File: src/rtl/hash_in_arbiter.sv
// hash_in_arbiter
// Round-robin arbiter and framer in front of the shared SHA3 input FIFO.
// One core is granted at a time. Its 256-bit result is latched into a local
// buffer and sent as a 5-word packet: a header word, then the four 64-bit
// data words, least significant word first. A high fifo_full stalls the
// packet for that edge without losing or repeating a word.
//
// state | meaning
// ------+---------------------------------------------------------------
// IDLE  | no packet in flight; capture the round-robin winner if any
// HDR   | header word is next to be written
// W0    | data bits [63:0] are next to be written
// W1    | data bits [127:64] are next to be written
// W2    | data bits [191:128] are next to be written
// W3    | data bits [255:192] are next; a pending request is captured on
//       | the same edge so packets run back to back with no gap
module hash_in_arbiter #(
  parameter int          N_REQ  = 4,
  parameter logic [63:0] HEADER = 64'h8000000000000100,
  localparam int         IW     = $clog2(N_REQ)
) (
  input  logic                 clk,
  input  logic                 rst,
  input  logic [N_REQ-1:0]     req_valid,
  input  logic [256*N_REQ-1:0] req_data,
  output logic [N_REQ-1:0]     req_ack,
  input  logic                 fifo_full,
  output logic                 we_out,
  output logic [63:0]          dout,
  output logic                 busy,
  output logic [IW-1:0]        grant_idx
);

  typedef enum logic [2:0] {
    S_IDLE,
    S_HDR,
    S_W0,
    S_W1,
    S_W2,
    S_W3
  } state_t;

  state_t             state;
  state_t             state_nxt;
  logic [IW-1:0]      rr_ptr;
  logic [IW-1:0]      rr_ptr_nxt;
  logic [255:0]       data_buf;
  logic [255:0]       data_buf_nxt;
  logic [IW-1:0]      grant_nxt;
  logic [N_REQ-1:0]   ack_nxt;
  logic               we_nxt;
  logic [63:0]        dout_nxt;

  logic               win_found;
  logic [IW-1:0]      win_idx;
  logic               capture;

  // Winner search: first valid request starting at rr_ptr, wrapping around.
  always_comb begin
    win_found = 1'b0;
    win_idx   = '0;
    for (int off = 0; off < N_REQ; off++) begin
      if (!win_found && req_valid[(int'(rr_ptr) + off) % N_REQ]) begin
        win_found = 1'b1;
        win_idx   = IW'((int'(rr_ptr) + off) % N_REQ);
      end
    end
  end

  // A capture needs a free buffer: either nothing is in flight, or the last
  // word leaves on this very edge (W3 written, not stalled).
  assign capture = win_found &&
                   ((state == S_IDLE) || ((state == S_W3) && !fifo_full));

  // Next-state, emission and capture decode.
  always_comb begin
    state_nxt    = state;
    rr_ptr_nxt   = rr_ptr;
    data_buf_nxt = data_buf;
    grant_nxt    = grant_idx;
    ack_nxt      = '0;
    we_nxt       = 1'b0;
    dout_nxt     = dout;

    case (state)
      S_IDLE: begin
        state_nxt = S_IDLE;
      end
      S_HDR: begin
        if (!fifo_full) begin
          we_nxt    = 1'b1;
          dout_nxt  = HEADER;
          state_nxt = S_W0;
        end
      end
      S_W0: begin
        if (!fifo_full) begin
          we_nxt    = 1'b1;
          dout_nxt  = data_buf[63:0];
          state_nxt = S_W1;
        end
      end
      S_W1: begin
        if (!fifo_full) begin
          we_nxt    = 1'b1;
          dout_nxt  = data_buf[127:64];
          state_nxt = S_W2;
        end
      end
      S_W2: begin
        if (!fifo_full) begin
          we_nxt    = 1'b1;
          dout_nxt  = data_buf[191:128];
          state_nxt = S_W3;
        end
      end
      S_W3: begin
        if (!fifo_full) begin
          we_nxt    = 1'b1;
          dout_nxt  = data_buf[255:192];
          state_nxt = S_IDLE;
        end
      end
      default: begin
        state_nxt = S_IDLE;
      end
    endcase

    // The W3 word above is taken from the old buffer, so overwriting the
    // buffer on the same edge is safe.
    if (capture) begin
      data_buf_nxt     = req_data[int'(win_idx)*256 +: 256];
      grant_nxt        = win_idx;
      ack_nxt[win_idx] = 1'b1;
      if (win_idx == IW'(N_REQ - 1)) begin
        rr_ptr_nxt = '0;
      end else begin
        rr_ptr_nxt = win_idx + 1'b1;
      end
      state_nxt = S_HDR;
    end
  end

  // State and output registers; reset abandons any packet in flight.
  always_ff @(posedge clk) begin
    if (rst) begin
      state     <= S_IDLE;
      rr_ptr    <= '0;
      data_buf  <= '0;
      grant_idx <= '0;
      req_ack   <= '0;
      we_out    <= 1'b0;
      dout      <= '0;
    end else begin
      state     <= state_nxt;
      rr_ptr    <= rr_ptr_nxt;
      data_buf  <= data_buf_nxt;
      grant_idx <= grant_nxt;
      req_ack   <= ack_nxt;
      we_out    <= we_nxt;
      dout      <= dout_nxt;
    end
  end

  assign busy = (state != S_IDLE);

endmodule

File: config.mk
export PLATFORM = sky130hd
export DESIGN_NAME = hash_in_arbiter
export DESIGN_NICKNAME = d
export VERILOG_FILES = /design/src/rtl/hash_in_arbiter.sv
export SDC_FILE = /design/constraint.sdc
export NUM_CORES = 1
export LEC_CHECK = 0
export BUFFER_PORTS_ARGS = -buffer_cell sky130_fd_sc_hd__buf_4
export CAP_MARGIN = 20
export CORE_AREA = 5 5 421 423
export DETAILED_ROUTE_END_ITERATION = 10
export DIE_AREA = 0 0 426 428
export MAX_ROUTING_LAYER = met4
export SLEW_MARGIN = 30
export SYNTH_ARGS = -nofsm -noshare
export SYNTH_HDL_FRONTEND = slang
export SYNTH_SLANG_ARGS = --single-unit
File: constraint.sdc
create_clock -name clk -period 2.9 [get_ports clk]
set_input_delay 0.29 -clock clk [delete_from_list [all_inputs] [get_ports clk]]
set_output_delay 0.29 -clock clk [all_outputs]
set_load 0.05 [all_outputs]
==> results of run 1 <==
## worst max-delay path, delay by kind of cell, from the launching register on
kind	cells	cell delay (ns)
AO/OA/AOI/OAI	2	0.27
buffers and inverters	3	1.34
flip-flops	1	0.40
multiplexers	2	0.48
AND/OR/NAND/NOR	1	0.23
## worst max-delay path by stage
stage,startpoint,to,slack (ns),cells after the start
final,rr_ptr[1],data_buf[86],0.08,8
after global routing,rr_ptr[1],data_buf[86],0.005,8
after CTS,state[2],data_buf[86],0.05,7
after detailed placement,req_valid[0],data_buf[48],0.26,9
after global placement,req_valid[0],data_buf[48],0.26,9
after floorplan,state[1],dout[26],1.05,7
## final cells by class
type | instances | area, um^2 | area share (%)
multi-input cells | 1401 | 12160 | 29.47
inverters | 5 | 45.04 | 0.1091
repair inverters | 2 | 22.52 | 0.05456
clock buffers | 63 | 1326 | 3.213
clock inverters | 22 | 385.4 | 0.9336
repair buffers | 2038 | 17660 | 42.79
flip-flops and latches | 332 | 6648 | 16.10
well taps | 2325 | 2909 | 7.047
diodes | 46 | 115.1 | 0.2789
## synthesized netlist by cell type (2+ instances only)
cell        n  share of area (%)
buf_2      35               0.88
nand2_1   325                6.1
clkbuf_4   14               0.53
and2_1      4               0.13
a21o_1      2              0.075
a22oi_1   191                7.2
a21oi_1     7               0.18
and3b_1     2              0.088
buf_6      37                2.1
nand2b_1    4               0.13
buf_1      19               0.36
clkbuf_1   52               0.98
mux2i_1   513                 26
dfxtp_1   332                 33
nand3b_1    2              0.075
a22o_1      2              0.088
buf_4      35                1.3
ha_1        4               0.25
nor2_1     67                1.3
nor3b_1     2              0.075
o221ai_1   26                1.1
o221ai_2  230                 17
inv_1       4              0.075
a311oi_1    2              0.088
## registers in the layout (all words and copies together) (netlist names)
name / count
data_buf: 256
dout: 64
req_ack: 4
state: 3
grant_idx: 2
rr_ptr: 2
we_out: 1
## per-layer routing
layer | up-vias | share of wire [%] | track usage [%]
met5 | - | 0 | -
met4 | 0 | 3.6 | 5.661
met3 | 282 | 8.3 | 4.021
met2 | 1444 | 47 | 28.02
met1 | 12777 | 41 | 21.12
li1 | 11282 | - | -
## power by group through the flow
| stage | Clock (mW) | Combinational (mW) | Sequential, mW |
|---|---|---|---|
| 2_1_floorplan | 0 | 3.55 | 5.70 |
| 3_3_place_gp | 0 | 6.45 | 5.94 |
| 3_5_place_dp | 0 | 6.51 | 5.94 |
| 4_1_cts | 6.77 | 7.91 | 5.85 |
| 5_1_grt | 6.90 | 8.46 | 5.93 |
| 6_report | 6.56 | 8.04 | 5.87 |
## kinds of logic (layout without fill, tap and decap cells)
| logic type | count (synthesis) | after routing | share of synthesized area, % |
|---|---|---|---|
| muxes | 513 | 513 | 25.67 |
| and+or+nand+nor | 415 | 415 | 8.220 |
| DFF | 332 | 332 | 33.23 |
| xor gates and xnor gates | 2 | 2 | 0.08760 |
| other | 0 | 46 | 0 |
| adders and majority gates | 4 | 4 | 0.2502 |
| AOI/OAI and AO/OA | 467 | 467 | 26.30 |
| buffers and inverters | 197 | 2130 | 6.237 |
## timing repair
| action | 4_1_cts | 5_1_grt |
|---|---|---|
| resized for setup | 0 | 3 |
| hold buffers | 755 | 0 |
| endpoints found under the setup margin | 0 | 26 |
| setup buffers | 0 | 6 |
| hold endpoints to repair | 232 | 0 |
## cell usage in the layout, fill, tap and decap left out, types with 5 or more instances in the layout
cell	Yosys	final
dfxtp_1	332	331
clkinv_2	0	5
dlygate4sd3_1	0	755
nor2_1	67	66
a21oi_1	7	7
clkbuf_1	52	7
nand2_1	325	324
a22oi_1	191	191
bufinv_16	0	8
clkbuf_8	0	9
mux2i_1	513	512
o221ai_1	26	26
buf_12	0	38
buf_4	35	1245
diode_2	0	46
o221ai_2	230	230
clkbuf_16	0	47
==> flow_summary.json, run 1 <==
{
  "worst_slew_pin_slew_ns": 0.7300,
  "port_buffers": 1102,
  "start_kind": "register",
  "final_core_util_pct": 23.85,
  "fin_crit_sh_pct": 97.18,
  "clk_path_buf_depth": 3,
  "ys_types": 43,
  "clkPwrFrac_pct": 32.0,
  "antenna_found_initial": 77,
  "dpl.cell_count": 5340,
  "critPathMaxFanout": 10,
  "cts-buffers-inserted": 46,
  "dominantRegCellSynth": "dfxtp_1",
  "internal-power_mw": 13.46,
  "die_w_um": 426,
  "power.share.sequential_pct": 28.7,
  "slowest_delay_ns": 0.60,
  "holdPathEnd": "data_buf[72]",
  "drive_above_1_share_pct": 41.70,
  "route.detailed.drc": 0,
  "first_iter_violations": 2283,
  "synthCells": 1930,
  "dp_hpwl_um": 128400,
  "r2r_cells": 8,
  "reg2reg_to": "data_buf[86]",
  "rsz0062_at_grt": "no",
  "combPwrFrac_pct": 39.3,
  "root_buffer": "clkbuf_16",
  "fmax_mhz": 354.8,
  "ys_async_sr_fraction_pct": 0,
  "hold_slack_ns": 0.03723,
  "tritoncts": "built",
  "p_per_area_nw_per_um2": 495.9,
  "rows": 153,
  "hold_path.class": "input port to register",
  "p_leak_nw": 18.62,
  "place_area_um2": 31810,
  "synth_seq_area_share_pct": 33.23,
  "vias": 25785,
  "clock_skew_ns": 0.03901,
  "min_from": "req_data[72]",
  "clkSinkCount": 332,
  "setup_ws_ns": 0.08174,
  "slew_violations": 0,
  "syn_area_um2": 20000,
  "routed_wl_um": 164100,
  "synth_area_per_cell_um2": 10.36,
  "chipHeight_um": 428,
  "ys_ff_latch": 332,
  "reg2reg_from": "rr_ptr[1]",
  "ir_drop_mv": 0.3771,
  "cp_common_cell": "dlygate4sd3_1",
  "ys_warn_count": 0,
  "layout.cells.non_filler": 6234,
  "path_clk_slew_ns": 0.07,
  "period_needed_ns": 2.818,
  "crit_path_top_delay_cell": "dlygate4sd3_1",
  "core_area_um2": 173100,
  "path_cells": "mux2i_2, o22a_1, and2_4, clkinv_16, mux2i_1, dlygate4sd3_1, o221ai_2, dlygate4sd3_1",
  "dieArea_um2": 182300,
  "synth_edf_count": 0,
  "grt_usage_pct": 17.27,
  "hold_viol_final": 0,
  "status": "finished, final reports clean",
  "dp_slack_ns": 0.2617,
  "postRouteAntennaNets": 0,
  "worstPathRequired_ns": 3.41,
  "worst_ep_arrival_time_ns": 3.33,
  "total_power_mw": 20.47,
  "h-tree-depth": 2,
  "relSlewSlack_pct": 49.94,
  "area_delta_synth_final_pct": 106.4,
  "swShare_pct": 34.25,
  "grt_start_max_net_pins": 65,
  "first_pass_iters": 5,
  "clock_latency_ns": 0.64,
  "fillers": 18465,
  "stdcell_area_um2": 41280,
  "setup_viol": 0,
  "maxCapViolCount": 0,
  "grt_pass1_wl_um": 216700,
  "wl_per_cell_um": 26.32,
  "place_congestion": 0.9952,
  "tns_ns": 0,
  "syn_nets": 2965,
  "hold-path-cell-count": 3,
  "num_io_pins": 1103,
  "netSwitchingPower_mw": 7.012,
  "initial_core_util_pct": 11.56,
  "grt_pass1_vias": 26557,
  "regToRegSetupSlack_ns": 0.08,
  "end_kind": "register",
  "crit_type": "register to register",
  "viasPerCell": 4.136,
  "grt_overflow": 0,
  "layout.nets": 4861
}
No activity file was read; power rests on OpenSTA's default activity.
==> inputs of run 2 (changes only) <==
--- a/config.mk
+++ b/config.mk
@@ -12,2 +12,3 @@
 export DIE_AREA = 0 0 426 428
+export HOLD_SLACK_MARGIN = 0.02
 export MAX_ROUTING_LAYER = met4
==> constraint.sdc (replaced) <==
create_clock -name clk -period 2.9 [get_ports clk]
set_input_delay 0 -clock clk [delete_from_list [all_inputs] [get_ports clk]]
set_output_delay 0 -clock clk [all_outputs]
set_load 0.05 [all_outputs]
==> run 2 against run 1 <==
Setup slack improved by 0.011 ns. Via count increased by 5.5%. Highest routed layer unchanged. Combinational power increased by 0.9%. Clock-buffer cell count increased by 5. Critical path depth increased by 1. Wire length increased by 4.1%. Global-route usage increased by 0.58 points. Critical path type unchanged. Non-clock buffer count increased by 235. Sequential share of layout area decreased by 0.84 points. Hold slack improved by 0.016 ns. Largest power group unchanged. Final area increased by 5.5%. Final cell count increased by 4.1%.
==> flow_summary.json, run 2 (synthesis results as in run 1) <==
{
  "wl_met1_um": 66690,
  "layout_common_cells": "1217 x buf_4, 1031 x dlygate4sd3_1, 513 x mux2i_1",
  "layout.cells.non_filler": 6488,
  "antenna_found_initial": 68,
  "period_needed_ns": 2.808,
  "critPathMaxFanout": 16,
  "relSlewSlack_pct": 36.19,
  "largest_register_ffs": 256,
  "combPwrFrac_pct": 39.7,
  "grt_pass1_wl_um": 225000,
  "place_congestion": 0.9694,
  "h-tree-depth": 2,
  "worst_slew_pin_slew_ns": 0.9572,
  "clock_skew_ns": 0.03048,
  "postRouteAntennaNets": 0,
  "route.detailed.drc": 0,
  "dpl.cell_count": 5303,
  "first_pass_iters": 5,
  "routed.top_layer": "met4",
  "tns_ns": 0,
  "die_w_um": 426,
  "dr_wl_met2_um": 79890,
  "ir_drop_mv": 0.4082,
  "swShare_pct": 35.35,
  "layout.nets": 5098,
  "clock_latency_ns": 0.62,
  "clkPwrFrac_pct": 31.5,
  "p_per_area_nw_per_um2": 468.4,
  "grt_pass1_vias": 28349,
  "wl_per_cell_um": 26.34,
  "vias": 27215,
  "maxCapViolCount": 0,
  "dp_hpwl_um": 126300,
  "path_cells": "nand2_1, o22a_1, and2_4, buf_12, inv_8, buf_4, mux2i_1, dlygate4sd3_1, o221ai_2",
  "slowest_delay_ns": 0.61,
  "rsz0062_at_grt": "no",
  "path_buf_inv": 4,
  "rows": 153,
  "initial_core_util_pct": 11.56,
  "grt_overflow": 0,
  "routed_wl_um": 170900,
  "dieArea_um2": 182300,
  "dr_wl_met3_um": 15740,
  "hold_path.class": "input port to register",
  "worst_ep_arrival_time_ns": 3.28,
  "first_iter_violations": 2302,
  "largest_register": "data_buf",
  "crit_path_top_delay_cell": "dlygate4sd3_1",
  "internal-power_mw": 13.18,
  "viasPerCell": 4.195,
  "fmax_mhz": 356.2,
  "chipHeight_um": 428,
  "root_buffer": "clkbuf_16",
  "num_io_pins": 1103,
  "drive_above_1_share_pct": 38.18,
  "path_clk_slew_ns": 0.07,
  "status": "finished, final reports clean",
  "port_buffers": 1102,
  "cts-buffers-inserted": 47,
  "crit_type": "register to register",
  "layout_commonest_cell": "buf_4",
  "core_area_um2": 173100,
  "crit_family": "buffers and inverters",
  "slew_violations": 0,
  "tritoncts": "built",
  "power.share.sequential_pct": 28.7,
  "grt_usage_pct": 17.85,
  "clk_path_buf_depth": 3,
  "hold_viol_final": 0,
  "netSwitchingPower_mw": 7.211,
  "start_kind": "register",
  "end_kind": "register",
  "worstPathRequired_ns": 3.38,
  "largestRegisters": "data_buf x256, dout x64, req_ack x4",
  "clkSinkCount": 332,
  "grt_start_max_net_pins": 130,
  "area_delta_synth_final_pct": 117.7,
  "p_leak_nw": 19.46,
  "setup_viol": 0,
  "fin_crit_sh_pct": 96.82
}
run 2: through the flow:
| stage | total power, mW | util (%) | setup WS [ns] | hold slack, ns | area (um^2) |
|---|---|---|---|---|---|
| finish | 20.40 | 25.16 | 0.09233 | 0.05276 | 43540 |
| CTS | 20.36 | 25.03 | 0.03675 | 0.06925 | 43310 |
| global placement | 12.24 | 18.11 | 0.09464 | 0.3104 | 31350 |
| detailed placement | 12.31 | 18.11 | 0.1201 | 0.3188 | 31350 |
| floorplan | 9.253 | - | 1.046 | 0.1996 | 20000 |
| global route | 21.18 | 25.14 | 0.01232 | 0.05998 | 43500 |
run 2: what timing repair did:
item / CTS / global route
buffers inserted: 0 / 2
endpoints found under the hold margin: 295 / 0
gates resized for setup: 0 / 2
hold buffers: 1031 / 0
endpoints found under the setup margin: 0 / 49
run 2: worst reg2reg max path, cell delays in order, from the launching register on:
cell	delay (ns)
dfxtp_1	0.43
nand2_1	0.14
o22a_1	0.23
and2_4	0.22
buf_12	0.16
inv_8	0.28
buf_4	0.29
mux2i_1	0.18
dlygate4sd3_1	0.61
o221ai_2	0.12
run 2: area by class of cell:
cell class | instances | area (um^2)
timing repair buffer | 2273 | 19950
fill | 18099 | 129500
timing repair inverter | 3 | 33.78
sequential | 332 | 6646
tap | 2325 | 2909
antenna | 61 | 152.6
clock buffer | 68 | 1335
clock inverter | 20 | 311.5
multi-input combinational | 1401 | 12160
inverter | 5 | 45.04
run 2: power by group through the flow:
stage	Combinational (mW)	Sequential, mW	Clock [mW]
CTS	7.89	5.84	6.62
detailed placement	6.39	5.92	0
global placement	6.32	5.92	0
finish	8.11	5.86	6.43
floorplan	3.55	5.70	0
global route	8.49	5.91	6.78
run 2: worst paths after layout:
| path | start | to | slack [ns] | cells past startpoint |
|---|---|---|---|---|
| worst min register to register | grant_idx[1] | grant_idx[1] | 0.46 | 2 |
| worst max register to register | rr_ptr[1] | data_buf[133] | 0.09 | 9 |
| worst max-delay path | rr_ptr[1] | data_buf[133] | 0.09 | 9 |
| worst min-delay path | req_data[687] | data_buf[175] | 0.05 | 4 |
run 2: metal layers:
layer | vias up | global-route usage, %
li1 | 11794 | -
met1 | 13281 | 21.01
met2 | 1694 | 28.89
met3 | 446 | 4.493
met4 | 0 | 7.537
met5 | - | -
